File: config.mk
export PLATFORM = sky130hd
export DESIGN_NAME = mem_port_arbiter
export DESIGN_NICKNAME = d
export VERILOG_FILES = /design/src/rtl/mem_arb_pkg.sv /design/src/rtl/mem_arb_pick.sv /design/src/rtl/mem_port_arbiter.sv
export SDC_FILE = /design/constraint.sdc
export NUM_CORES = 1
export LEC_CHECK = 0
export ABC_AREA = 0
export BUFFER_PORTS_ARGS = -buffer_cell sky130_fd_sc_hd__buf_2
export CAP_MARGIN = 30
export CELL_PAD_IN_SITES_DETAIL_PLACEMENT = 1
export CELL_PAD_IN_SITES_GLOBAL_PLACEMENT = 1
export CORE_MARGIN = 2
export CORE_UTILIZATION = 24
export DETAILED_ROUTE_END_ITERATION = 10
export PLACE_DENSITY = 0.87
export REMOVE_ABC_BUFFERS = 1
export SLEW_MARGIN = 30
export SYNTH_ARGS = -nofsm -noshare
export SYNTH_HDL_FRONTEND = slang
export SYNTH_HIERARCHICAL = 1
export SYNTH_SLANG_ARGS = --single-unit
File: constraint.sdc
create_clock -name clock -period 1.76 [get_ports clock]
set_clock_uncertainty 0.05 [all_clocks]
set_input_delay 0.176 -clock clock [delete_from_list [all_inputs] [get_ports clock]]
set_output_delay 0.176 -clock clock [all_outputs]
set_load 0.01 [all_outputs]
File: src/rtl/mem_arb_pkg.sv
// Shared definitions for the memory port arbiter.
// Contents:
//   state_e - arbiter FSM states (S_IDLE, S_REQ, S_RESP)
//   owner_e - which requester owns the in-flight transaction (OWN_IF, OWN_DM)
//   SZ_*    - access size encodings (byte, half, word)
package mem_arb_pkg;

  typedef enum logic [1:0] {
    S_IDLE = 2'b00,
    S_REQ  = 2'b01,
    S_RESP = 2'b10
  } state_e;

  typedef enum logic {
    OWN_IF = 1'b0,
    OWN_DM = 1'b1
  } owner_e;

  localparam logic [1:0] SZ_B = 2'b00;
  localparam logic [1:0] SZ_H = 2'b01;
  localparam logic [1:0] SZ_W = 2'b10;

endpackage

File: src/rtl/mem_arb_pick.sv
// Combinational winner select between the fetch and data requesters.
// Data requests normally win because they belong to the older instruction.
// Build option MEM_ARB_FAIR_EN: when defined, a fetch that has watched
// STARVE_LIMIT consecutive data wins is forced through on the next pick.
// Ports:
//   if_req, dm_req - pending requests
//   starve_cnt     - consecutive data wins while fetch was waiting
//   if_win, dm_win - one-hot (or zero) winner
module mem_arb_pick
  import mem_arb_pkg::*;
#(
  parameter int CNT_W        = 3,
  parameter int STARVE_LIMIT = 4
) (
  input  logic             if_req,
  input  logic             dm_req,
  input  logic [CNT_W-1:0] starve_cnt,
  output logic             if_win,
  output logic             dm_win
);

  logic force_if_s;

`ifdef MEM_ARB_FAIR_EN
  assign force_if_s = if_req && (starve_cnt == CNT_W'(STARVE_LIMIT));
`else
  // Counter is still kept by the top level; it simply has no say here.
  logic unused_starve_s;
  assign unused_starve_s = ^starve_cnt;
  assign force_if_s      = 1'b0;
`endif

  // Data wins unless fetch is being forced; fetch takes whatever is left.
  always_comb begin
    dm_win = 1'b0;
    if_win = 1'b0;
    if (dm_req && !force_if_s) begin
      dm_win = 1'b1;
    end else begin
      if_win = if_req;
    end
  end

endmodule

File: src/rtl/mem_port_arbiter.sv
// Shares one single-ported backing memory between fetch and memory stages.
// One transaction in flight: IDLE (grant) -> REQ (wait bk_ready) -> RESP
// (wait bk_rvalid) -> IDLE. Responses are routed to the owning requester.
// Build option MEM_ARB_FAIR_EN enables anti-starvation for fetch (see
// mem_arb_pick).
// Ports:
//   clock, reset                   - clock, synchronous active-high reset
//   if_req/if_addr/if_gnt          - fetch request handshake
//   if_rvalid/if_rdata             - fetch response
//   dm_req/dm_we/dm_size/dm_addr/dm_wdata/dm_gnt - data request handshake
//   dm_rvalid/dm_rdata             - data response (rdata undefined on store)
//   bk_req/bk_we/bk_size/bk_addr/bk_wdata/bk_ready - backend request
//   bk_rvalid/bk_rdata             - backend response
module mem_port_arbiter
  import mem_arb_pkg::*;
#(
  parameter int ADDR_W       = 32,
  parameter int DATA_W       = 32,
  parameter int STARVE_LIMIT = 4
) (
  input  logic              clock,
  input  logic              reset,
  input  logic              if_req,
  input  logic [ADDR_W-1:0] if_addr,
  output logic              if_gnt,
  output logic              if_rvalid,
  output logic [DATA_W-1:0] if_rdata,
  input  logic              dm_req,
  input  logic              dm_we,
  input  logic [1:0]        dm_size,
  input  logic [ADDR_W-1:0] dm_addr,
  input  logic [DATA_W-1:0] dm_wdata,
  output logic              dm_gnt,
  output logic              dm_rvalid,
  output logic [DATA_W-1:0] dm_rdata,
  output logic              bk_req,
  output logic              bk_we,
  output logic [1:0]        bk_size,
  output logic [ADDR_W-1:0] bk_addr,
  output logic [DATA_W-1:0] bk_wdata,
  input  logic              bk_ready,
  input  logic              bk_rvalid,
  input  logic [DATA_W-1:0] bk_rdata
);

  localparam int CNT_W = $clog2(STARVE_LIMIT + 1);

  state_e              state_r;
  owner_e              owner_r;
  logic [CNT_W-1:0]    starve_cnt_r;
  logic                bk_req_r;
  logic                bk_we_r;
  logic [1:0]          bk_size_r;
  logic [ADDR_W-1:0]   bk_addr_r;
  logic [DATA_W-1:0]   bk_wdata_r;
  logic                if_win_s;
  logic                dm_win_s;

  mem_arb_pick #(
    .CNT_W        (CNT_W),
    .STARVE_LIMIT (STARVE_LIMIT)
  ) u_pick (
    .if_req     (if_req),
    .dm_req     (dm_req),
    .starve_cnt (starve_cnt_r),
    .if_win     (if_win_s),
    .dm_win     (dm_win_s)
  );

  // Grants only exist in IDLE; the picker guarantees they are exclusive.
  assign if_gnt = !reset && (state_r == S_IDLE) && if_win_s;
  assign dm_gnt = !reset && (state_r == S_IDLE) && dm_win_s;

  assign bk_req   = bk_req_r;
  assign bk_we    = bk_we_r;
  assign bk_size  = bk_size_r;
  assign bk_addr  = bk_addr_r;
  assign bk_wdata = bk_wdata_r;

  // Transaction FSM, backend request registers, owner and starvation counter.
  always_ff @(posedge clock) begin
    if (reset) begin
      state_r      <= S_IDLE;
      owner_r      <= OWN_IF;
      starve_cnt_r <= {CNT_W{1'b0}};
      bk_req_r     <= 1'b0;
      bk_we_r      <= 1'b0;
      bk_size_r    <= 2'b00;
      bk_addr_r    <= {ADDR_W{1'b0}};
      bk_wdata_r   <= {DATA_W{1'b0}};
    end else begin
      case (state_r)
        S_IDLE: begin
          if (dm_gnt) begin
            owner_r    <= OWN_DM;
            bk_req_r   <= 1'b1;
            bk_we_r    <= dm_we;
            bk_size_r  <= dm_size;
            bk_addr_r  <= dm_addr;
            bk_wdata_r <= dm_wdata;
            state_r    <= S_REQ;
            // Only a data win over a waiting fetch counts as starvation.
            if (if_req && (starve_cnt_r != CNT_W'(STARVE_LIMIT))) begin
              starve_cnt_r <= starve_cnt_r + CNT_W'(1);
            end
          end else if (if_gnt) begin
            owner_r      <= OWN_IF;
            bk_req_r     <= 1'b1;
            bk_we_r      <= 1'b0;
            bk_size_r    <= SZ_W;
            bk_addr_r    <= if_addr;
            bk_wdata_r   <= {DATA_W{1'b0}};
            state_r      <= S_REQ;
            starve_cnt_r <= {CNT_W{1'b0}};
          end
        end
        S_REQ: begin
          if (bk_ready) begin
            bk_req_r <= 1'b0;
            state_r  <= S_RESP;
          end
        end
        S_RESP: begin
          if (bk_rvalid) begin
            state_r <= S_IDLE;
          end
        end
        default: begin
          state_r  <= S_IDLE;
          bk_req_r <= 1'b0;
        end
      endcase
    end
  end

  // Route the backend response to the owner only; the other side sees zeros.
  always_comb begin
    if_rvalid = 1'b0;
    if_rdata  = {DATA_W{1'b0}};
    dm_rvalid = 1'b0;
    dm_rdata  = {DATA_W{1'b0}};
    if (!reset && (state_r == S_RESP)) begin
      if (owner_r == OWN_IF) begin
        if_rvalid = bk_rvalid;
        if_rdata  = bk_rdata;
      end else begin
        dm_rvalid = bk_rvalid;
        dm_rdata  = bk_rdata;
      end
    end else begin
      if_rvalid = 1'b0;
      dm_rvalid = 1'b0;
    end
  end

endmodule

==> run metrics <==
Root Driver clkbuf_16; Die Width 124 um; drt wl/cell 17.5 um; Placed Area 0.00508 mm^2; crit-path max FO 17; post-synthesis cell area 0.00346 mm^2; clk sinks 71; Ys Warns 6; Worst Setup End Kind primary output; # IOs 273; CTS clk-pin slew, worst paths 60 ps; layout cells sized above 1 0.515; initial antenna violation count 0; detail-routed via count per cell 4.80; Avg Cell Area, Syn 7.93 um^2; Hold Path Depth 3; GRT Total Usage 0.186; Arrival @ worst endpoint 1550 ps; critical path required time 1530 ps; Die Y 124 um; CTS tree built; setup ws final -15.6 ps; vias in the first global route 4276; critical-path cell list buf_6 > nand2b_4 > nor3_4 > buf_6 > and2_1 > buf_2; Worst setup startpoint state_r[0]; largest net degree at the start of global routing 44; final hold vios 0; drt first-iter violations 159; peak per-stage delay on the critical path 320 ps; IO Port Bufs 272; slowest CP cell dfxtp_2; Synth Instances 436; # DRC 0; unrepaired setup endpoints after global routing yes; CP endpoint if_rdata[24]; gpl congestion 0.785; clock buffer depth 2; Max-cap violations 0; core area 0.0140 mm^2; worst-case reg-to-reg path depth 4; setup violators final 9; First-pass DRT Iterations 4; via count 4274; GRT Residual Overflow 0; critical path depth 6; Final period util 1.01; Critical R2R Capture bk_addr[18]; Hold-fix buffers, CTS 0; first-pass GRT wire length 22000 um; CP dominant cell by count buf_6; Slew @ Worst Pin 492 ps; Pins Over Slew Limit 0; design area 0.00579 mm^2; final net count 842; Worst Hold Class input port to register; initial cell density of the core 0.247; row count 43; failing checks negative setup slack; total CTS buffers 9; hold_ws 28.0 ps; Setup CP Type register to primary output; Critical path buffers and inverters 3; reg2reg start state_r[0]; final setup TNS -43.1 ps; status complete, but fails checks; final instance count without filler cells 890; startpoint types register; dpl hpwl 10800 um; crit path time final 1780 ps; Static Leak 0.00282 uW; post-route ant nets 0; power per cell area 838 mW/mm^2; Routed WL 15600 um; Cell Count Post-Placement 866; slew margin rel. 0.672; Worst R2R Setup Slack 60 ps; cell family with most CP delay simple AND/OR/NAND/NOR gates; Clk Latency, worst-skew pair 330 ps; Peak supply drop 389 uV; Die ar. 0.0154 mm^2; Max Clk Rate 563 MHz; Layout area overhead 67.3%; H-tree levels 3; ant diodes 0
-- stage by stage --
| step | util | setup slack (ps) | power, uW |
|---|---|---|---|
| 2_1_floorplan | - | -1180 | 2180 |
| 5_1_grt | 0.414 | -97.1 | 5060 |
| 3_5_place_dp | 0.363 | -31.1 | 2690 |
| 3_3_place_gp | 0.363 | 57.8 | 2670 |
| 4_1_cts | 0.406 | -125 | 4880 |
| 6_report | 0.414 | -15.6 | 4850 |
-- worst min-delay path by stage --
stage / from / to
floorplan: reset / bk_addr[10]
global placement: dm_wdata[6] / bk_wdata[6]
detailed placement: dm_wdata[15] / bk_wdata[15]
CTS: dm_we / bk_we
global route: dm_size[0] / bk_size[0]
finish: dm_wdata[23] / bk_wdata[23]
-- metal layers --
metal	share of wire	track usage	wire length (um)	up-vias
li1	-	-	-	2025
met1	0.37	0.199	5740	2027
met2	0.53	0.352	8260	188
met3	0.074	0.0398	1140	34
met4	0.027	0.0765	419	0
met5	0	0	0	-
-- flip-flops by register name, summed over array words and instances (netlist names) --
name and cells:
bk_addr 32, bk_req 1, bk_size 2, bk_wdata 32, bk_we 1, owner_r 1
state_r 2
-- layout by cell type (no fill, tap or decap), types with 2 or more instances in the layout --
master	n
and2_1	45
nor2_4	2
o21ai_0	34
buf_2	242
a311oi_2	15
nand2_1	101
bufinv_16	3
buf_6	35
and2_4	22
clkbuf_16	9
dfxtp_1	69
o21ai_1	2
nand2b_1	2
a21oi_1	67
buf_4	16
a311oi_1	17
dfxtp_2	2
inv_6	2
nor2_1	2
nor3_4	2
buf_12	6
-- report_power, final --
group          total, uW  internal (uW)  switching, uW  leakage, uW
logic                924            403            521      0.00207
registers           1780           1720           57.3     0.000584
clock network       2140           1430            718     0.000170
-- worst reg2reg max path: cells and delay by family, from the launching register on --
kind / cells / cell delay [ps]
compound gates: 1 / 110
flops: 1 / 320
simple gates: 2 / 780
buf+inv: 1 / 300
-- final cells by class --
cell class                      count  area (um^2)
Sequential cell                    71         1420
Timing Repair inverter              2         17.5
Multi-Input combinational cell    321         1910
Tap cell                          180          225
Clock buffer                       11          243
Inverter                            1         16.3
Clock inverter                      5          104
Fill cell                        1724         8200
Timing Repair Buffer              299         1850
-- timing repair --
item / 4_1_cts / 5_1_grt
pin swaps: 18 / 5
hold endpoints to repair: 0 / 0
gates resized for setup: 29 / 51
buffers inserted: 5 / 2
endpoints found under the setup margin: 73 / 100
cloned: 4 / 1
Note: power is estimated with default switching activity, not from simulation.
